<file path="config.mk">
export PLATFORM = sky130hd
export DESIGN_NAME = ula_multiciclo_flat
export DESIGN_NICKNAME = d
export VERILOG_FILES = /design/src/rtl/ula_pkg.sv /design/src/rtl/ula_if.sv /design/src/rtl/ula_iterativa.sv /design/src/rtl/ula_multiciclo.sv /design/src/flat_wrapper.sv
export SDC_FILE = /design/constraint.sdc
export NUM_CORES = 1
export LEC_CHECK = 0
export ABC_CLOCK_PERIOD_IN_PS = 2700
export CAP_MARGIN = 10
export CORE_MARGIN = 2
export CORE_UTILIZATION = 45
export DETAILED_ROUTE_END_ITERATION = 8
export PLACE_DENSITY = 0.79
export SLEW_MARGIN = 10
export SYNTH_ARGS = -nofsm -noshare
export SYNTH_HDL_FRONTEND = slang
export SYNTH_SLANG_ARGS = --single-unit
</file>
<file path="constraint.sdc">
create_clock -name clock -period 2.7 [get_ports clock]
set_input_delay 0.54 -clock clock [delete_from_list [all_inputs] [get_ports clock]]
set_output_delay 0.54 -clock clock [all_outputs]
set_load 0.02 [all_outputs]
</file>
<file path="src/rtl/ula_pkg.sv">
// ula_pkg: opcodes, FSM encoding and counter sizing shared by the ALU files
package ula_pkg;
  localparam int OP_ADD   = 0;
  localparam int OP_SHIFT = 1;
  localparam int OP_SUB   = 2;
  localparam int OP_AND   = 3;
  localparam int OP_OR    = 4;
  localparam int OP_MUL   = 5;
  localparam int OP_DIV   = 6;
  typedef enum logic {OCIOSO, ITERA} estado_t;
  function automatic int largura_cnt(input int w);
    return $clog2(w);
  endfunction
endpackage

</file>
<file path="src/rtl/ula_if.sv">
// ula_if: start/ready/valid handshake and operand/result bus of the ALU
interface ula_if #(parameter int WIDTH = 8, parameter int OPW = 3);
  logic inicio;
  logic [OPW-1:0] op;
  logic controle;
  logic [WIDTH-1:0] entrada1;
  logic [WIDTH-1:0] entrada2;
  logic pronto;
  logic valido;
  logic [WIDTH-1:0] saida;
  logic zero;
  logic erro;
  modport master(output inicio, op, controle, entrada1, entrada2, input pronto, valido, saida, zero, erro);
  modport slave(input inicio, op, controle, entrada1, entrada2, output pronto, valido, saida, zero, erro);
endinterface

</file>
<file path="src/rtl/ula_iterativa.sv">
// ula_iterativa: shift-add multiplier and (with ULA_DIV_EN) restoring divider, WIDTH iterations
module ula_iterativa import ula_pkg::*; #(parameter int WIDTH = 8) (
  input  logic             clock,
  input  logic             reset,
  input  logic             carrega,
  input  logic             div,
  input  logic [WIDTH-1:0] a,
  input  logic [WIDTH-1:0] b,
  output logic             feito,
  output logic [WIDTH-1:0] resultado
);
  localparam int CW = largura_cnt(WIDTH);
  logic [CW-1:0] cnt;
  logic ativo;
  logic [WIDTH-1:0] acc, x, y, p_acc, p_x, p_y;
  assign feito = ativo && cnt == CW'(WIDTH - 1);
`ifdef ULA_DIV_EN
  logic modo;
  logic [WIDTH:0] r_sh;
  logic ge;
  always_ff @(posedge clock)
    if (reset) modo <= 1'b0;
    else if (carrega) modo <= div;
  // acc doubles as the partial remainder; x shifts the dividend out and the quotient in
  always_comb begin
    r_sh = {acc, x[WIDTH-1]};
    ge = r_sh >= {1'b0, y};
    p_acc = modo ? (ge ? r_sh[WIDTH-1:0] - y : r_sh[WIDTH-1:0]) : acc + (y[0] ? x : '0);
    p_x = modo ? {x[WIDTH-2:0], ge} : x << 1;
    p_y = modo ? y : y >> 1;
  end
  assign resultado = modo ? p_x : p_acc;
`else
  logic unused_div;
  assign unused_div = div;
  always_comb begin
    p_acc = acc + (y[0] ? x : '0);
    p_x = x << 1;
    p_y = y >> 1;
  end
  assign resultado = p_acc;
`endif
  // resultado is the value of the final step, so the top can register it on the done edge
  always_ff @(posedge clock)
    if (reset) begin
      cnt <= '0;
      ativo <= 1'b0;
      acc <= '0;
      x <= '0;
      y <= '0;
    end else if (carrega) begin
      cnt <= '0;
      ativo <= 1'b1;
      acc <= '0;
      x <= a;
      y <= b;
    end else if (ativo) begin
      cnt <= cnt + 1'b1;
      ativo <= !feito;
      acc <= p_acc;
      x <= p_x;
      y <= p_y;
    end
endmodule

</file>
<file path="src/rtl/ula_multiciclo.sv">
// ula_multiciclo: registered ALU with iterative MUL/DIV behind start/ready/valid; DIV needs ULA_DIV_EN
module ula_multiciclo import ula_pkg::*; #(parameter int WIDTH = 8, parameter int OPW = 3) (
  input logic  clock,
  input logic  reset,
  ula_if.slave bus
);
`ifdef ULA_DIV_EN
  localparam bit DIV_EN = 1'b1;
`else
  localparam bit DIV_EN = 1'b0;
`endif
  estado_t estado, prox;
  logic aceita, itera, feito, erro_imm;
  logic [WIDTH-1:0] imediato, resultado;
  assign bus.pronto = estado == OCIOSO;
  always_comb begin
    aceita = bus.inicio && bus.pronto;
    itera = bus.op == OPW'(OP_MUL) || (DIV_EN && bus.op == OPW'(OP_DIV) && bus.entrada2 != '0);
    prox = estado == OCIOSO ? (aceita && itera ? ITERA : OCIOSO) : (feito ? OCIOSO : ITERA);
    // a DIV reaching this path has B==0; without the divider it falls through to reserved
    imediato = bus.op == OPW'(OP_ADD)   ? bus.entrada1 + bus.entrada2 :
               bus.op == OPW'(OP_SHIFT) ? (bus.controle ? bus.entrada1 << bus.entrada2 : bus.entrada1 >> bus.entrada2) :
               bus.op == OPW'(OP_SUB)   ? bus.entrada1 - bus.entrada2 :
               bus.op == OPW'(OP_AND)   ? bus.entrada1 & bus.entrada2 :
               bus.op == OPW'(OP_OR)    ? bus.entrada1 | bus.entrada2 :
               DIV_EN && bus.op == OPW'(OP_DIV) ? '1 : '0;
    erro_imm = bus.op > OPW'(OP_OR);
  end
  always_ff @(posedge clock)
    if (reset) estado <= OCIOSO;
    else estado <= prox;
  always_ff @(posedge clock)
    if (reset) begin
      bus.saida <= '0;
      bus.zero <= 1'b0;
      bus.erro <= 1'b0;
      bus.valido <= 1'b0;
    end else begin
      bus.valido <= 1'b0;
      if (aceita && !itera) begin
        bus.saida <= imediato;
        bus.zero <= imediato == '0;
        bus.erro <= erro_imm;
        bus.valido <= 1'b1;
      end else if (estado == ITERA && feito) begin
        bus.saida <= resultado;
        bus.zero <= resultado == '0;
        bus.erro <= 1'b0;
        bus.valido <= 1'b1;
      end
    end
  ula_iterativa #(.WIDTH(WIDTH)) u_iter (
    .clock(clock),
    .reset(reset),
    .carrega(aceita && itera),
    .div(bus.op == OPW'(OP_DIV)),
    .a(bus.entrada1),
    .b(bus.entrada2),
    .feito(feito),
    .resultado(resultado)
  );
endmodule
</file>
<file path="src/flat_wrapper.sv">
// flat-port wrapper written by rule: the top's interface ports become plain ports
module ula_multiciclo_flat import ula_pkg::*;
#(parameter int WIDTH = 8, parameter int OPW = 3)
  (clock, reset, bus_inicio, bus_op, bus_controle, bus_entrada1, bus_entrada2, bus_pronto, bus_valido, bus_saida, bus_zero, bus_erro);
  ula_if #(.WIDTH(WIDTH), .OPW(OPW)) bus_i ();
  input logic clock;
  input logic reset;
  input wire logic [$bits(bus_i.inicio)-1:0] bus_inicio;
  input wire logic [$bits(bus_i.op)-1:0] bus_op;
  input wire logic [$bits(bus_i.controle)-1:0] bus_controle;
  input wire logic [$bits(bus_i.entrada1)-1:0] bus_entrada1;
  input wire logic [$bits(bus_i.entrada2)-1:0] bus_entrada2;
  output wire logic [$bits(bus_i.pronto)-1:0] bus_pronto;
  output wire logic [$bits(bus_i.valido)-1:0] bus_valido;
  output wire logic [$bits(bus_i.saida)-1:0] bus_saida;
  output wire logic [$bits(bus_i.zero)-1:0] bus_zero;
  output wire logic [$bits(bus_i.erro)-1:0] bus_erro;
  assign bus_i.inicio = bus_inicio;
  assign bus_i.op = bus_op;
  assign bus_i.controle = bus_controle;
  assign bus_i.entrada1 = bus_entrada1;
  assign bus_i.entrada2 = bus_entrada2;
  assign bus_pronto = bus_i.pronto;
  assign bus_valido = bus_i.valido;
  assign bus_saida = bus_i.saida;
  assign bus_zero = bus_i.zero;
  assign bus_erro = bus_i.erro;
  ula_multiciclo #(.WIDTH(WIDTH), .OPW(OPW)) u_core (.clock(clock), .reset(reset), .bus(bus_i));
endmodule
</file>
Word-level counts from Yosys, hierarchy flattened
Index checks and enable logic that the tools add are counted.

$lt $le $gt $ge: 1. $add $sub $neg: 4. Reductions and logical operators: 13. Equality and inequality tests: 6. Bitwise operators: 3. Shift-type cells: 2. Mux-type cells: 24.

Operators with widths (count): $mux W8 (13); $add A8 B8 Y8 (2); $logic_not A8 Y1 (2); $mux W1 (11); $eq A3 B3 Y1 const B (3); $and A8 B8 Y8 (1); $or A8 B8 Y8 (1); $shl A8 B8 Y8 (1); $shr A8 B8 Y8 (1); $sub A8 B8 Y8 (1); $eq A3 B2 Y1 const B (2); $logic_and A1 B1 Y1 (5); $reduce_bool A2 Y1 (2); $add A3 B1 Y3 const B (1); $eq A3 B1 Y1 const B (1); $gt A3 B3 Y1 const B (1); $logic_not A3 Y1 (1); $logic_not A1 Y1 (2); $reduce_or A2 Y1 (1); $not A1 Y1 (1).

Register bits after elaboration: 40. Word-level logic and storage cells: 63.

Longest topological paths before layout
Gate-level depths: netlist of run 1.

Word-level depth: 8. Mapped depth: 12. Gate-level depth less buffers: 10.

Hierarchy
A second synthesis of run 1 with hierarchy kept.

Cells, all modules: 472. Area, all modules: 3761.1 um2.

By module, submodules not included: ula_multiciclo (times used 1, cells an instance 283, area each 2198.4 um2, seq. area each 240.2 um2); ula_iterativa (times used 1, cells an instance 189, area each 1562.7 um2, seq. area each 560.5 um2).

Worst setup path after synthesis of run 1
Ideal clock, no wire load.

Path type: input -> register. Start: in bus_entrada2[1]. End: reg u_core.bus.saida[7]. Cell stages on the path: 12. Setup time: 0.119 ns. Buffers on the path: 3. Data required time: 2.581 ns. Path slack: -0.186 ns. Arrival time: 2.767 ns. Cell sequence: buf_6 -> buf_6 -> buf_2 -> clkinv_1 -> ha_1 -> o21ba_2 -> nor4_2 -> a2111oi_0 -> a221o_1 -> a221oi_1 -> o21ai_1 -> o221a_1.

Longest elaborated chain between the ends: 5. Elaborated cells between the ends (all ways): 9. Classes of those cells: 2 x add/sub; 2 x shift; 5 x mux.

RTL lines: start, declared (line flat_wrapper.sv:12) `input wire logic [$bits(bus_i.entrada2)-1:0] bus_entrada2;`; $sub A8 B8 Y8, or another cell as far along (line ula_multiciclo.sv:23) `bus.op == OPW'(OP_SUB) ? bus.entrada1 - bus.entrada2 :`; $mux W8 (on tied branches) (line ula_multiciclo.sv:23, ula_multiciclo.sv:22); $mux W8 (line ula_multiciclo.sv:22) `bus.op == OPW'(OP_SHIFT) ? (bus.controle ? bus.entrada1 << bus.entrada2 : bus.entrada1 >> bus.entrada2) :`; $mux W8 (*) (line ula_multiciclo.sv:21) `imediato = bus.op == OPW'(OP_ADD) ? bus.entrada1 + bus.entrada2 :`; $mux W8 (*) (line ula_multiciclo.sv:40) `if (aceita && !itera) begin`; end signal, assigned (line ula_multiciclo.sv:41) `bus.saida <= imediato;`; end signal, assigned (line ula_multiciclo.sv:46) `bus.saida <= resultado;`; end, declared (line ula_if.sv:14) `modport slave(input inicio, op, controle, entrada1, entrada2, output pronto, valido, saida, zero, erro);`.

Mark *: on every way between the ends. The rest lies on a longest branch, timed or not. A chain may end at the register's enable or synchronous reset.

Worst setup path in the final report of run 1
Start: in bus_entrada2[2]. End: reg u_core.bus.saida[7].

Same word-level chain as after synthesis.

==> results of run 1 <==
==> placed cells by master, fill, tap and decap left out, types with 4 or more instances in the layout <==
cell type and instances:
dlymetal6s2s_1 5, nand3_1 9, clkbuf_8 5, a22oi_1 6, xor2_1 5, nor2_1 55
mux4_2 5, o21bai_1 4, a21o_1 4, a221oi_2 4, xnor2_1 8, mux2i_1 36
o21ai_1 4, dfxtp_1 40, inv_2 6, nand2b_1 5, buf_4 88, inv_1 20
a21oi_1 22, nand2_1 21, ha_1 27, clkdlybuf4s50_1 27, nor3_1 7, a211oi_1 19
a2111oi_2 4, o21ai_0 7, nor2b_1 6, and2_1 10
==> registers in the layout, summed over array words and instances, names as in the netlist <==
| name | count |
|---|---|
| u_core.u_iter.x | 8 |
| u_core.estado | 1 |
| u_core.u_iter.y | 8 |
| u_core.bus.erro | 1 |
| u_core.bus.zero | 1 |
| u_core.bus.valido | 1 |
| u_core.bus.saida | 8 |
| u_core.u_iter.ativo | 1 |
| u_core.u_iter.cnt | 3 |
| u_core.u_iter.acc | 8 |
==> stage by stage <==
stage	hold slack [ns]	instance area [um^2]	setup TNS, ns
floorplan	0.4495	3776	0
global placement	0.4598	4771	-2.140
detailed placement	0.4944	4771	-2.310
CTS	0.5082	4906	0
global route	0.5208	5057	-0.1977
finish	0.5058	5057	-0.02058
==> cells in the mapped netlist, types with 4 or more instances <==
| master | count | area, um^2 |
|---|---|---|
| nand2_1 | 21 | 78.83 |
| mux2i_1 | 36 | 360.4 |
| and2_1 | 10 | 62.56 |
| buf_2 | 10 | 50.05 |
| a211oi_1 | 19 | 142.6 |
| a221oi_1 | 4 | 35.03 |
| o21ai_0 | 7 | 35.03 |
| nand3_1 | 9 | 45.04 |
| nand2b_1 | 5 | 31.28 |
| clkbuf_1 | 15 | 56.30 |
| nor2b_1 | 6 | 37.54 |
| ha_1 | 32 | 400.4 |
| inv_1 | 25 | 93.84 |
| xnor2_1 | 9 | 78.83 |
| a31oi_1 | 4 | 25.02 |
| o21bai_1 | 4 | 30.03 |
| nor2_1 | 55 | 206.5 |
| nor4_1 | 4 | 25.02 |
| nor3_1 | 8 | 40.04 |
| a2111oi_0 | 4 | 35.03 |
| mux4_2 | 5 | 112.6 |
| a21oi_1 | 24 | 120.1 |
| a21o_1 | 4 | 30.03 |
| o2bb2ai_1 | 4 | 35.03 |
| a22oi_1 | 6 | 45.04 |
| dfxtp_1 | 40 | 800.8 |
| xor2_1 | 5 | 43.79 |
| o21ai_1 | 5 | 25.02 |
==> path summary, 6_finish.rpt <==
check / slack [ns] / from / depth (start not counted) / to
max: -0.02 / bus_entrada2[2] / 10 / u_core.bus.saida[7]
min: 0.51 / u_core.estado / 2 / u_core.estado
max reg2reg: 0.05 / u_core.u_iter.y[0] / 9 / u_core.bus.zero
min reg2reg: 0.51 / u_core.estado / 2 / u_core.estado
==> per-layer routing <==
layer	track usage	routed length, um
met1	0.3379	5042
met2	0.4225	5611
met3	0.04585	814
met4	0.1000	367
met5	0	0
==> power groups by stage <==
stage / Sequential, W / Clock [W] / Combinational (W)
final: 0.000630 / 0.000484 / 0.000650
after global routing: 0.000632 / 0.000518 / 0.000695
after CTS: 0.000629 / 0.000493 / 0.000598
after detailed placement: 0.000643 / 0 / 0.000589
after global placement: 0.000641 / 0 / 0.000578
after floorplan: 0.000656 / 0 / 0.000310
==> final cells by class <==
type                    instances  area, um^2  share of cell area
clock buffers                   6       72.57             0.01435
repair buffers                126        1065              0.2105
well taps                     105       131.4             0.02598
multi-input cells             351        2850              0.5636
inverters                      27       102.6             0.02029
clock inverters                 2       35.03            0.006927
flip-flops and latches         40       800.8              0.1583
==> timing repair <==
action	4_1_cts	5_1_grt
pin swaps	0	7
setup endpoints to repair	3	7
gates resized for setup	6	34
buffers inserted	0	2
==> worst max-delay path: cells and delay by family <==
| family | cells | cell delay [ns] |
|---|---|---|
| AO/OA/AOI/OAI | 4 | 0.81 |
| buffers and inverters | 2 | 0.56 |
| AND/OR/NAND/NOR | 3 | 0.62 |
| adder cells (fa/ha/maj) | 1 | 0.36 |
==> logic make-up after synthesis <==
logic type	Yosys count	share of synthesized area
adder cells (fa/ha/maj)	35	0.1225
AND/OR/NAND/NOR	143	0.1980
buffers and inverters	58	0.06921
multiplexers	44	0.1358
flip-flops	40	0.2130
AO/OA/AOI/OAI	115	0.2290
XOR/XNOR	14	0.03261
==> out/metrics.yaml, run 1 <==
logic_synthesis:
  synth_edf_count: 0
  avgSynthCellArea_um2: 8.374
  synth-main-ff-cell: "dfxtp_1"
  ys_warn_count: 0
  ys_seq_elements: 40
  synth_cell_types: 69
  postSynth.asyncResetShare: 0
  netlist_area_um2: 3760
  syn_nets: 507
  synth-seq-area-share: 0.2130
  synth_cells: 449
placed_design:
  dp.cells: 647
  io_buffers: 34
  gp_congestion: 1.047
  post-dp-hpwl_um: 9195
  preCtsSetupSlack_ns: -0.4072
sta:
  timing.fmax_mhz: 367.6
  period_minus_slack_ns: 2.720
  post-route-period-util: 1.007
  max_slew_margin: 0.4707
  setup-violations-final: 2
  rsz0062_at_grt: "true"
  fin_worst_skew_ns: 0.007539
  tightest_slew_ns: 0.7839
  final.setup.worst_slack_ns: -0.02019
  slew_viol_final: 0
  hold_viol: 0
floorplanning:
  initial_core_util: 0.4599
  num_rows: 33
  fp.dieH_um: 95.41
  die_w_um: 95.41
  io_pins: 35
  die-area_um2: 9102
  core_area_um2: 8175
routing:
  first_iter_violations: 264
  drt-total-wl_um: 11840
  ant_nets: 0
  drtPass1Iterations: 5
  viasPerCell: 5.927
  drc: 0
  vias: 3894
  wl_per_cell_um: 18.02
layout:
  fillers: 683
  drive_gt1_frac: 0.2699
  stdcell_count: 657
  diodes: 0
  fin_util: 0.6186
  layout.nets: 609
  area_delta_synth_final_pct: 34.51
global_routing:
  grt_usage: 0.2581
  first_global_vias: 3744
  grt_start_max_net_pins: 30
  grt_pass1_wl_um: 18230
  gr-total-overflow: 0
  antenna_found_initial: 0
clock_tree:
  cts.sinks: 40
  holdBufCountCts: 0
  cts_tree: "yes"
  clk-insertion-delay-late_ns: 0.30
  clk_pin_slew_ns: 0.07
  clk_path_buf_depth: 2
  cts_htree_levels: 2
  cts_root_buffer: "clkbuf_8"
  cts_made_buffers: 5
worst_setup_path:
  cp_cell_sequence: "clkdlybuf4s50_1 > inv_1 > ha_1 > and3_1 > o2bb2ai_2 > nor4_2 > nor3_2 > a221oi_2 > o21ai_2 > o221a_1"
  cp_slowest_cell: "clkdlybuf4s50_1"
  end_kind: "register"
  max_stage_delay_ns: 0.48
  worstPathArrival_ns: 2.90
  cp-start-kind: "input port"
  worstPathMaxFanout: 3
  required_ns: 2.88
  crit_type: "input port to register"
hold_path:
  hp-class: "register to register"
power_and_ir_drop:
  p_per_area_nw_per_um2: 348.8
  cell_internal_pwr_w: 0.001201
  switching_share: 0.3188
  fin_total_pwr_w: 0.001764
  p_seq_frac: 0.357
  p_leak_nw: 2.159
  power.switching_w: 0.0005623
  clock_power_share: 0.275
  comb_power_share: 0.368
  worst_ir_drop_vdd_uv: 259.7
run_status:
  failed_checks: "setup timing"
  outcome: "complete, but fails checks"
flow_run:
  maxCapViolCount: 0
Note: power is estimated with default switching activity, not from simulation.
==> inputs of run 2 (changes only) <==
--- a/config.mk
+++ b/config.mk
@@ -7,10 +7,12 @@
 export LEC_CHECK = 0
 export ABC_CLOCK_PERIOD_IN_PS = 2700
 export CAP_MARGIN = 10
+export CELL_PAD_IN_SITES_DETAIL_PLACEMENT = 1
+export CELL_PAD_IN_SITES_GLOBAL_PLACEMENT = 1
 export CORE_MARGIN = 2
-export CORE_UTILIZATION = 45
+export CORE_UTILIZATION = 40
 export DETAILED_ROUTE_END_ITERATION = 8
-export PLACE_DENSITY = 0.79
+export PLACE_DENSITY = 0.88
 export SLEW_MARGIN = 10
 export SYNTH_ARGS = -nofsm -noshare
 export SYNTH_HDL_FRONTEND = slang
==> run 2 against run 1 <==
  * The run still ends with setup timing left
  * Wire length grew 51%
  * Sequential power increased by 0.6%
  * Total power up 9.8%
  * First-iteration DRC count up 13%
  * Worst hold slack improved by 0.0057 ns
  * Via count up 13%
  * Sequential cell count unchanged
  * Clock skew shrank 0.0034 ns
  * Critical path depth fell by 1
  * Count of clock-buffer cells in the layout down 1
  * Critical endpoint is now u_core.bus.zero
==> out/metrics.yaml, run 2 (synthesized netlist as in run 1, its figures left out) <==
floorplanning:
  num_rows: 35
  core_area_um2: 9196
  die_w_um: 101.0
  initial_core_util: 0.4088
  fp.dieH_um: 101.0
  io_pins: 35
  die-area_um2: 10190
run_status:
  outcome: "complete, but fails checks"
  failed_checks: "setup timing"
worst_setup_path:
  r2r_start: "u_core.u_iter.y[0]"
  r2r_cells: 9
  worstPathMaxFanout: 3
  crit_type: "input port to register"
  worstPathArrival_ns: 2.95
  ff2ff_setup_slack_ns: 0
  r2r-end: "u_core.bus.zero"
  required_ns: 2.93
  end_kind: "register"
  cp-start-kind: "input port"
layout:
  final_common_cell: "buf_4"
  fin_util: 0.5906
  layout.nets: 621
  drive_gt1_frac: 0.3493
  final_cell_mix: "buf_4, nor2_1, dfxtp_1"
  area_delta_synth_final_pct: 44.46
  stdcell_area_um2: 5431
  diodes: 0
routing:
  drtPass1Iterations: 5
  viasPerCell: 6.504
  wl_met3_um: 1272
  wl_per_cell_um: 26.40
  drt-total-wl_um: 17820
  drc: 0
  ant_nets: 0
  wl_met2_um: 8477
  vias: 4390
  first_iter_violations: 299
  m1WireLength_um: 6695
  top_layer: "met4"
power_and_ir_drop:
  p_seq_frac: 0.327
  p_per_area_nw_per_um2: 356.5
  power.switching_w: 0.0006961
  switching_share: 0.3595
  worst_ir_drop_vdd_uv: 292.1
  p_leak_nw: 2.287
  clock_power_share: 0.268
  comb_power_share: 0.404
  cell_internal_pwr_w: 0.001240
global_routing:
  grt_usage: 0.3424
  grt_start_max_net_pins: 30
  antenna_found_initial: 0
  first_global_vias: 4756
  grt_pass1_wl_um: 26640
  gr-total-overflow: 0
placed_design:
  place_area_um2: 4828
  post-dp-hpwl_um: 11170
  gp_congestion: 0.9487
  io_buffers: 34
hold_path:
  whs_path_depth: 2
  hp-class: "register to register"
  min_from: "u_core.estado"
  min_to: "u_core.estado"
clock_tree:
  cts_htree_levels: 2
  clk-insertion-delay-late_ns: 0.30
  cts_tree: "yes"
  cts.sinks: 40
  clk_pin_slew_ns: 0.09
  cts_root_buffer: "clkbuf_8"
  holdBufCountCts: 0
  cts_made_buffers: 5
  clk_path_buf_depth: 2
flow_run:
  maxCapViolCount: 0
sta:
  max_slew_margin: 0.6146
  setup-violations-final: 1
  fin_worst_skew_ns: 0.004113
  hold_viol: 0
  tightest_slew_ns: 0.5691
  post-route-period-util: 1.006
  slew_viol_final: 0
  period_minus_slack_ns: 2.715
  rsz0062_at_grt: "true"
  timing.fmax_mhz: 368.3
  final.setup.worst_slack_ns: -0.01521
run 2: cell count changes in the layout (fill, tap and decap cells not counted), moves of 4 or more:
cell,before,now
a2111oi_4,1,5
buf_4,88,93
buf_6,3,9
clkdlybuf4s50_1,27,20
dlygate4sd2_1,2,8
ha_1,27,23
run 2: critical path, stage by stage:
cell and delay [ns]:
clkdlybuf4s50_1 0.53, and3b_4 0.23, a221o_1 0.43, nor2_1 0.21
a211oi_2 0.11, buf_4 0.16, a2111oi_4 0.37, nand4b_1 0.20
o21ai_2 0.16
run 2: area by class of cell:
cell class	count	area, um^2
repair buffers	138	1177
multi-input cells	351	3100
inverters	27	102.6
well taps	111	138.9
flip-flops and latches	40	800.8
clock inverters	3	42.54
clock buffers	5	68.82
fillers	1051	3765
run 2: what timing repair did:
item,in CTS,in global routing
gates resized for setup,50,50
setup endpoints to repair,6,9
pin swaps,17,20
buffers inserted,7,2
run 2: layer usage:
metal  global-route usage  vias to the layer above
met4               0.1913                        0
met1               0.4033                     2144
met5                    0                        -
met3              0.06657                      111
li1                     -                     1873
met2               0.5815                      262
run 2: metrics by stage:
step / hold slack [ns] / worst slack (ns) / total power (W) / instances / setup TNS (ns)
CTS: 0.5066 / -0.003419 / 0.001824 / 673 / -0.003419
detailed placement: 0.4914 / -0.4673 / 0.001261 / 658 / -2.858
finish: 0.5115 / -0.01521 / 0.001936 / 675 / -0.01521
global route: 0.5533 / -0.07592 / 0.001988 / 675 / -0.1372
floorplan: 0.4495 / 0.009198 / 0.0009654 / 449 / 0
global placement: 0.4604 / -0.3493 / 0.001233 / 658 / -2.146
run 2: power groups by stage:
| stage | logic, W | clock network (W) | registers (W) |
|---|---|---|---|
| after detailed placement | 0.000617 | 0 | 0.000645 |
| after global routing | 0.000815 | 0.000538 | 0.000634 |
| after floorplan | 0.000310 | 0 | 0.000656 |
| after global placement | 0.000592 | 0 | 0.000641 |
| after CTS | 0.000684 | 0.000508 | 0.000631 |
| final | 0.000783 | 0.000519 | 0.000634 |
run 2: worst max path at each step:
stage               slack [ns]            start                   to
floorplan                0.009  bus_entrada2[1]  u_core.bus.saida[7]
CTS                     -0.003  bus_entrada2[4]  u_core.bus.saida[1]
global route             -0.08        bus_op[2]      u_core.bus.zero
global placement         -0.35  bus_entrada1[0]      u_core.bus.zero
finish                   -0.02        bus_op[2]      u_core.bus.zero
detailed placement       -0.47  bus_entrada2[0]      u_core.bus.zero
==> inputs of run 3 (changes only) <==
--- a/config.mk
+++ b/config.mk
@@ -5,13 +5,15 @@
 export SDC_FILE = /design/constraint.sdc
 export NUM_CORES = 1
 export LEC_CHECK = 0
+export ABC_AREA = 1
 export ABC_CLOCK_PERIOD_IN_PS = 2700
 export CAP_MARGIN = 10
 export CELL_PAD_IN_SITES_DETAIL_PLACEMENT = 1
 export CELL_PAD_IN_SITES_GLOBAL_PLACEMENT = 1
 export CORE_MARGIN = 2
-export CORE_UTILIZATION = 40
+export CORE_UTILIZATION = 37
 export DETAILED_ROUTE_END_ITERATION = 8
+export GPL_TIMING_DRIVEN = 1
 export PLACE_DENSITY = 0.88
 export SLEW_MARGIN = 10
 export SYNTH_ARGS = -nofsm -noshare
==> run 3 against run 2 <==
  * The run now ends clean
  * Global-route usage decreased by 6.7 points
  * Sequential cell count unchanged
  * Count of clock-buffer cells in the layout rose by 1
  * Sequential share of layout area grew 2.1 points
  * Utilization shrank 10 points
  * Largest power group is now registers
==> out/metrics.yaml, run 3 <==
clock_tree:
  clk_pin_slew_ns: 0.09
  cts.sinks: 40
  cts_made_buffers: 5
  holdBufCountCts: 0
  cts_htree_levels: 2
  clk_path_buf_depth: 2
  cts_tree: "yes"
  clk-insertion-delay-late_ns: 0.31
  cts_root_buffer: "clkbuf_8"
floorplanning:
  initial_core_util: 0.3803
  die_w_um: 104.0
  die-area_um2: 10820
  fp.dieH_um: 104.0
  core_area_um2: 9729
  io_pins: 35
  num_rows: 36
logic_synthesis:
  ys_warn_count: 0
  synth_cells: 576
  synth_edf_count: 0
  syn_nets: 634
  postSynth.asyncResetShare: 0
  avgSynthCellArea_um2: 6.423
  yosys.area.top_type_share: 0.2164
  ys_top_cells_by_area: "dfxtp_1, nand2_1, ha_1"
  yosysMostFrequentCell: "nand2_1"
  netlist_area_um2: 3700
  synth_top_area_cell: "dfxtp_1"
  synth-main-ff-cell: "dfxtp_1"
  ys_seq_elements: 40
  synth-seq-area-share: 0.2164
  yosys-top-cells-count: "nand2_1, nand3_1, inv_1"
  synth_cell_types: 38
sta:
  max_slew_margin: 0.2951
  slew_viol_final: 0
  period_minus_slack_ns: 2.657
  fin_worst_skew_ns: 0.007653
  hold_viol: 0
  post-route-period-util: 0.9842
  tightest_slew_ns: 1.053
  setup-violations-final: 0
  timing.fmax_mhz: 376.3
  fin_tns_setup_ns: 0
worst_setup_path:
  worstPathArrival_ns: 2.91
  end_kind: "register"
  cp-start-kind: "input port"
  crit_type: "input port to register"
  worstPathMaxFanout: 7
  r2r_start: "u_core.u_iter.x[0]"
  required_ns: 2.95
  critical_path.startpoint: "bus_entrada1[3]"
power_and_ir_drop:
  comb_power_share: 0.349
  p_per_area_nw_per_um2: 367.9
  worst_ir_drop_vdd_uv: 198.6
  power.switching_w: 0.0006172
  cell_internal_pwr_w: 0.001130
  switching_share: 0.3532
  clock_power_share: 0.294
  p_leak_nw: 2.235
  p_seq_frac: 0.357
routing:
  drt-total-wl_um: 15420
  drc: 0
  ant_nets: 0
  viasPerCell: 5.680
  vias: 4476
  first_iter_violations: 326
  wl_per_cell_um: 19.56
  drtPass1Iterations: 5
layout:
  final_cell_mix: "nand2_1, nand3_1, buf_4"
  stdcell_area_um2: 4750
  drive_gt1_frac: 0.1924
  final_common_cell: "nand2_1"
  diodes: 0
  area_delta_synth_final_pct: 28.37
  layout.nets: 712
global_routing:
  antenna_found_initial: 0
  grt_pass1_wl_um: 23880
  grt_start_max_net_pins: 28
  gr-total-overflow: 0
  first_global_vias: 4626
  grt_usage: 0.2759
placed_design:
  io_buffers: 34
  gp_congestion: 0.9783
  post-dp-hpwl_um: 11000
  place_area_um2: 4543
run_status:
  outcome: "finished clean"
flow_run:
  maxCapViolCount: 0
hold_path:
  hp-class: "register to register"
  min_from: "u_core.bus.erro"
[run 3: changes by cell type after synthesis, moves of 10 or more]
cell,before,now
mux2i_1,36,0
nor2_1,55,36
nand3_1,9,70
a21oi_1,24,36
and2_1,10,0
nand2_1,21,162
a211oi_1,19,2
inv_1,25,46
a31oi_1,4,14
inv_2,1,13
[run 3: kinds of logic after synthesis]
family	count (synthesis)	synth area share
AO/OA/AOI/OAI	95	0.1495
XOR/XNOR	14	0.03314
adder cells (fa/ha/maj)	35	0.1245
buffers and inverters	85	0.09740
flip-flops	40	0.2164
AND/OR/NAND/NOR	307	0.3791
[run 3: final cells by class]
| cell class | instances | area (um^2) |
|---|---|---|
| clock inverter | 2 | 35.03 |
| tap | 133 | 166.4 |
| inverter | 59 | 221.5 |
| multi-input combinational | 451 | 2608 |
| sequential | 40 | 800.8 |
| clock buffer | 6 | 72.57 |
| timing repair buffer | 97 | 845.8 |
| fill | 1311 | 4980 |
[run 3: metal layers]
| metal | track usage | vias to the layer above | routed length (um) |
|---|---|---|---|
| li1 | - | 2060 | - |
| met1 | 0.3204 | 2136 | 6123 |
| met2 | 0.4883 | 201 | 7546 |
| met3 | 0.04637 | 79 | 878 |
| met4 | 0.1371 | 0 | 867 |
| met5 | 0 | - | 0 |
[run 3: critical path, cell delays in order]
cell and delay [ns]:
clkdlybuf4s50_1 0.50, inv_1 0.06, ha_2 0.41, inv_2 0.07, a21oi_2 0.15, nand2_2 0.09
xor2_1 0.23, nor2_1 0.10, nor3_2 0.19, o21ai_1 0.09, nand2_1 0.11, nand2_1 0.07
nor2_2 0.11, nand2_1 0.08, a21oi_2 0.10
[run 3: timing repair]
action | in CTS | in global routing
setup buffers | 0 | 3
pin swaps | 1 | 6
hold endpoints to repair | 0 | 0
gates resized for setup | 4 | 15
setup endpoints to repair | 1 | 4
[run 3: through the flow]
stage | cells | hold slack [ns] | util | setup WS, ns | power [W]
2_1_floorplan | 576 | 0.4403 | - | 0.4905 | 0.0009480
3_3_place_gp | 777 | 0.4516 | 0.4670 | -0.1592 | 0.001169
3_5_place_dp | 777 | 0.4604 | 0.4670 | -0.3617 | 0.001197
4_1_cts | 785 | 0.4756 | 0.4790 | 0.02470 | 0.001709
5_1_grt | 788 | 0.5013 | 0.4882 | -0.08087 | 0.001822
6_report | 788 | 0.4708 | 0.4882 | 0.04257 | 0.001747
[run 3: power by group through the flow]
| stage | logic, W | clock network, W | registers, W |
|---|---|---|---|
| after detailed placement | 0.000560 | 0 | 0.000636 |
| after global placement | 0.000534 | 0 | 0.000635 |
| after floorplan | 0.000302 | 0 | 0.000646 |
| after global routing | 0.000657 | 0.000539 | 0.000626 |
| final | 0.000610 | 0.000514 | 0.000624 |
| after CTS | 0.000571 | 0.000515 | 0.000623 |
[run 3: worst paths after layout]
check | endpoint | slack (ns) | cells past startpoint
max | u_core.bus.zero | 0.04 | 15
min | u_core.bus.erro | 0.47 | 2
max reg2reg | u_core.bus.zero | 0.23 | 14
min reg2reg | u_core.bus.erro | 0.47 | 2
==> patch 1, RTL diff (flow settings as in run 2) <==
Build with the macro `ULA_DIV_EN` defined.
--- a/src/rtl/ula_iterativa.sv
+++ b/src/rtl/ula_iterativa.sv
@@ -1,3 +1,5 @@
 // ula_iterativa: shift-add multiplier and (with ULA_DIV_EN) restoring divider, WIDTH iterations
+`define ULA_DIV_EN
+
 module ula_iterativa import ula_pkg::*; #(parameter int WIDTH = 8) (
   input  logic             clock,
Check against the original RTL: not equivalent (Yosys sat finds a counterexample within 4 cycles, from zero or initial values and one cycle with reset high).
==> patch 1 against run 2 <==
- the flow finishes with violations (DRC, setup timing)
- sequential share of layout area is 1.7 points lower
- power up 27%
- sequential cell count up 1
- routed wire length grew 16%
- non-clock buffer count increased by 17
- cell area increased by 16%
- synthesized area rose by 21%
- worst setup slack improved by 0.0016 ns
- synthesized cell count up 34%
- utilization down 1.7 points
- largest cell class unchanged
- highest routed layer unchanged
==> patch 1: results (changes against run 2) <==
** Worst setup path
- The critical setup path kind is reg2reg (was in2reg).
- The cell with the largest stage delay on the worst path is fa_1 (was clkdlybuf4s50_1).
- The longest individual stage delay on the worst path was 0.40 ns (was 0.53 ns).
- Worst reg2reg path depth :: 12 (was 9)

** Synth
- The register area share after synthesis came to 18.0% (was 21.3%).
- The adder-cell share of the synthesized area came to 13.3% (was 12.2%).
- The area fraction in compound gates after synthesis was 27.7% (was 22.9%).
- Post-synth net total :: 672 (was 507)
- The portion of netlist area occupied by mux cells is 8.28% (was 13.6%).

** Min path
- Worst Hold Endpoint :: u_core.bus.saida[1] (was u_core.estado)

** Timing
- Actual transition at the worst max-transition pin :: 0.706 ns (was 0.569 ns)
- Post-route setup TNS :: -0.0136 ns (was -0.0152 ns)
- Setup violation total in the final timing report :: 1 (unchanged)
- The post-layout worst setup margin was -0.0136 ns (was -0.0152 ns).
- Setup Skew :: 0.0112 ns (was 0.00411 ns)

** Power and ir drop
- Leak :: 2.65 nW (was 2.29 nW)
- The combinational logic power is 1.04 mW (was 0.783 mW).
- Sw frac :: 36.1% (was 36.0%)

** Status
- Status: finished, violations left (unchanged).
- Failing checks :: DRC, setup timing (was setup timing)

** Placed design
- Cell Area, Placed :: 5780 um^2 (was 4830 um^2)
- Global placer's final weighted congestion :: 0.955 (was 0.949)
- The pre-CTS setup slack was -0.518 ns (was -0.467 ns).

** Global route
- Via count of the first global-routing pass :: 5778 (was 4756)
- Met1 Resource Use GR :: 33.9% (was 40.3%)
- The pin count of the biggest net entering global routing came to 25 (was 30).

** Route
- Metal3 WL :: 1040 um (was 1270 um)
- The wire length on met1 came to 7590 um (was 6700 um).
- The wire length reported by the detailed router is 20600 um (was 17800 um).
- The post-route DRC violation count was 1 (was 0).
- The detailed-router iteration count before antenna repair was 8 (was 5).

** Layout
- # nets final :: 799 (was 621)
==> patch 1: how the worst max path moves through the flow <==
stage	start	endpoint	slack, ns	cells past startpoint
floorplan	bus_entrada2[2]	u_core.bus.saida[5]	0.06	11
global placement	bus_entrada2[1]	u_core.bus.saida[6]	-0.36	11
detailed placement	bus_entrada1[1]	u_core.bus.zero	-0.52	10
CTS	bus_entrada2[0]	u_core.bus.zero	-0.01	11
global route	bus_entrada2[7]	u_core.bus.saida[5]	-0.07	8
finish	u_core.u_iter.x[0]	u_core.bus.zero	-0.01	12
==> patch 1: layout make-up <==
class	count	area, um^2	area share, %
Multi-Input combinational cell	483	3690	58.6
Clock buffer	6	139	2.21
Tap cell	140	175	2.78
Sequential cell	41	822	13.1
Clock inverter	2	37.5	0.596
Timing Repair Buffer	155	1260	20.0
Inverter	44	170	2.70
==> patch 1: timing repair <==
action                                  CTS  global route
buffers inserted                          3             4
hold buffers                              0             0
gates resized for setup                  34            42
endpoints found under the setup margin   12            28
pin swaps                                 9            13
==> patch 2, RTL diff (config.mk and constraints of run 2) <==
Made on the original files. `WIDTH` is set to 8 in 4 places; all go to 10.
--- a/src/rtl/ula_if.sv
+++ b/src/rtl/ula_if.sv
@@ -1,4 +1,4 @@
 // ula_if: start/ready/valid handshake and operand/result bus of the ALU
-interface ula_if #(parameter int WIDTH = 8, parameter int OPW = 3);
+interface ula_if #(parameter int WIDTH = 10, parameter int OPW = 3);
   logic inicio;
   logic [OPW-1:0] op;
--- a/src/rtl/ula_iterativa.sv
+++ b/src/rtl/ula_iterativa.sv
@@ -1,4 +1,4 @@
 // ula_iterativa: shift-add multiplier and (with ULA_DIV_EN) restoring divider, WIDTH iterations
-module ula_iterativa import ula_pkg::*; #(parameter int WIDTH = 8) (
+module ula_iterativa import ula_pkg::*; #(parameter int WIDTH = 10) (
   input  logic             clock,
   input  logic             reset,
--- a/src/rtl/ula_multiciclo.sv
+++ b/src/rtl/ula_multiciclo.sv
@@ -1,4 +1,4 @@
 // ula_multiciclo: registered ALU with iterative MUL/DIV behind start/ready/valid; DIV needs ULA_DIV_EN
-module ula_multiciclo import ula_pkg::*; #(parameter int WIDTH = 8, parameter int OPW = 3) (
+module ula_multiciclo import ula_pkg::*; #(parameter int WIDTH = 10, parameter int OPW = 3) (
   input logic  clock,
   input logic  reset,
--- a/src/flat_wrapper.sv
+++ b/src/flat_wrapper.sv
@@ -1,5 +1,5 @@
 // flat-port wrapper written by rule: the top's interface ports become plain ports
 module ula_multiciclo_flat import ula_pkg::*;
-#(parameter int WIDTH = 8, parameter int OPW = 3)
+#(parameter int WIDTH = 10, parameter int OPW = 3)
   (clock, reset, bus_inicio, bus_op, bus_controle, bus_entrada1, bus_entrada2, bus_pronto, bus_valido, bus_saida, bus_zero, bus_erro);
   ula_if #(.WIDTH(WIDTH), .OPW(OPW)) bus_i ();
Ports: changed (resized bus_entrada1, bus_entrada2 and bus_saida); port bits go from 35 to 41. No check against the original RTL was run, so the function may have changed too.
==> patch 2 against run 2 <==
- the flow still finishes with violations (setup timing)
- largest cell class unchanged
- cell area grew 27%
- synthesized area grew 29%
- routed wire length grew 31%
- utilization shrank 1.0 points
- power grew 25%
- critical path type unchanged
- sequential cell count grew 9
- highest routed layer unchanged
- worst setup slack lost 0.040 ns
- final cell count grew 34%
- register-to-register slack is essentially flat
- clock power grew 27%
- non-clock buffer count grew 59
==> patch 2: results (changes against run 2) <==
** Placed design
- The last weighted congestion value of the routability-driven placer was 0.960 (was 0.949).
- The cell count after placement came to 877 (was 658).
- Quantity of I/O buffers inserted on ports :: 40 (was 34)
- Cell Area, Placed :: 6250 um^2 (was 4830 um^2)
- Total half-perimeter wirelength after legalization and detailed placement :: 15500 um (was 11200 um)
- The pre-CTS setup slack was -0.700 ns (was -0.467 ns).

** Worst setup path
- The cell with the largest stage delay on the worst path was a211oi_1 (was clkdlybuf4s50_1).
- The internal reg-to-reg setup slack came to 0 ns (about the same).
- Longest individual stage delay on the worst path :: 0.38 ns (was 0.53 ns)
- Peak fanout along the critical path :: 11 (was 3)
- CP arrival :: 2.93 ns (was 2.95 ns)
- Worst reg2reg path depth :: 10 (was 9)
- Kind of cell with the highest combined delay on the critical path :: compound AO/OA/AOI/OAI gates (unchanged)

** Min path
- The cell depth of the worst min-delay path was 2 (unchanged).
- The path category of the worst min-delay check was reg2reg (unchanged).

** CTS
- TritonCTS buffer count :: 5 (unchanged)
- The clock input transition at the sequential cells of the worst setup and hold paths was 0.07 ns (was 0.09 ns).
- H-tree level count :: 2 (unchanged)
- Maximum root-to-sink buffer count :: 2 (unchanged)
- The clock root buffer is clkbuf_16 (was clkbuf_8).
- The insertion delay to the later sink of the worst-skew pair is 0.30 ns (about the same).

** Layout
- The post-layout instance count excluding filler cells is 903 (was 675).
- The share of cells above drive strength 1 was 34.0% (was 34.9%).
- The total number of nets in the final design is 825 (was 621).
- The number of diodes is 0 (unchanged).

** Synth
- Largest cells by area after synthesis :: dfxtp_1, ha_1, mux2i_1 (unchanged)
- Count of warnings emitted by yosys :: 0 (unchanged)
- Fraction of synthesis flops using an asynchronous set or reset pin :: 0% (unchanged)
- The cell count after synthesis came to 600 (was 449).
- Top cell types by occurrence after synthesis: nor2_1, dfxtp_1, ha_1, mux2i_1, a21oi_1 (was nor2_1, dfxtp_1, mux2i_1).
- Post-synth net total :: 670 (was 507)
- Number of distinct standard cells referenced by the synthesized netlist :: 71 (was 69)
- Register area share after synthesis :: 20.3% (was 21.3%)
- Primary FF master, synth :: dfxtp_1 (unchanged)

** Global route
- Aggregate global-route resource usage :: 33.5% (was 34.2%)
- The number of global-route vias before repair is 6081 (was 4756).
- The wire length of the first global-routing pass is 33700 um (was 26600 um).
- The number of antenna violations at the first check in global routing is 0 (unchanged).
- Pin count of the biggest net entering global routing :: 36 (was 30)
- Overflow left after global routing :: 0 (unchanged)

** Timing
- The final setup skew was 0.0102 ns (was 0.00411 ns).
- The transition time of the tightest slew-check pin came to 0.601 ns (was 0.569 ns).
- The post-layout worst setup margin was -0.0547 ns (was -0.0152 ns).
- The number of endpoints failing setup at the final stage came to 2 (was 1).

** Route
- The wire length reported by the detailed router is 23300 um (was 17800 um).
- The detailed-route vias per instance came to 6.40 (was 6.50).
- Router iterations before antenna repair :: 8 (was 5)
- The detailed router's first-iteration violation count was 474 (was 299).

** Power and ir drop
- Peak ir drop on the vdd network :: 0.224 mV (was 0.292 mV)
- The leakage power was 2.94 nW (was 2.29 nW).

** Status
- Failing checks :: setup timing (unchanged)
- Status: finished, violations left (unchanged).
==> patch 2: what timing repair did <==
item / in CTS / in global routing
setup endpoints to repair: 9 / 10
buffers inserted: 11 / 6
pin swaps: 20 / 24
cloned: 1 / 0
gates resized for setup: 80 / 48
==> patch 2: cells by family (layout without fill, tap and decap cells) <==
group / Yosys count / in the layout / share of synthesized area (%)
buffers and inverters: 83 / 239 / 7.19
xor gates and xnor gates: 19 / 19 / 3.44
and+or+nand+nor: 198 / 198 / 20.9
AOI/OAI and AO/OA: 153 / 153 / 21.4
adders and majority gates: 43 / 43 / 11.6
DFF: 49 / 49 / 20.3
muxes: 55 / 55 / 15.2
==> patch 2: cell type report <==
type,instances,area [um^2]
clock buffer,5,125
clock inverter,3,26.3
fill,1405,5000
inverter,34,128
multi-input combinational,468,3850
sequential,49,983
tap,147,184
timing repair buffer,197,1620
==> patch 2: path summary, 6_finish.rpt <==
check,start,end
max,bus_entrada2[6],u_core.bus.saida[7]
min,u_core.u_iter.acc[7],u_core.u_iter.acc[7]
max reg2reg,u_core.u_iter.y[0],u_core.bus.zero
min reg2reg,u_core.u_iter.acc[7],u_core.u_iter.acc[7]
==> patch 2: power breakdown <==
part | internal, mW | leakage, nW | switching, mW
combinational | 0.455 | 2.47 | 0.525
clock | 0.350 | 0.0680 | 0.309
sequential | 0.751 | 0.399 | 0.0242
total | 1.56 | 2.94 | 0.858
==> patch 2: stage by stage <==
stage | hold WS, ns | power [mW] | setup TNS, ns
final | 0.522 | 2.41 | -0.0751
after global routing | 0.543 | 2.48 | -0.190
after CTS | 0.502 | 2.31 | 0
after detailed placement | 0.489 | 1.63 | -5.58
after global placement | 0.475 | 1.58 | -4.24
after floorplan | 0.464 | 1.22 | 0
==> patch 2: worst register-to-register path, cell delays in order, from the launching register on <==
cell,delay (ns)
dfxtp_2,0.36
and2_4,0.15
ha_4,0.13
inv_1,0.06
fa_2,0.39
xnor2_2,0.17
or4b_4,0.53
or4_4,0.42
nor3_2,0.17
a31oi_1,0.14
o21ai_1,0.11
==> patch 2: layer usage <==
layer / wire (um) / global-route usage, % / vias up
met2: 11600 / 59.7 / 342
li1: - / - / 2484
met1: 8570 / 37.5 / 2808
met4: 1810 / 20.9 / 0
met5: 0 / 0 / -
met3: 1330 / 4.57 / 149
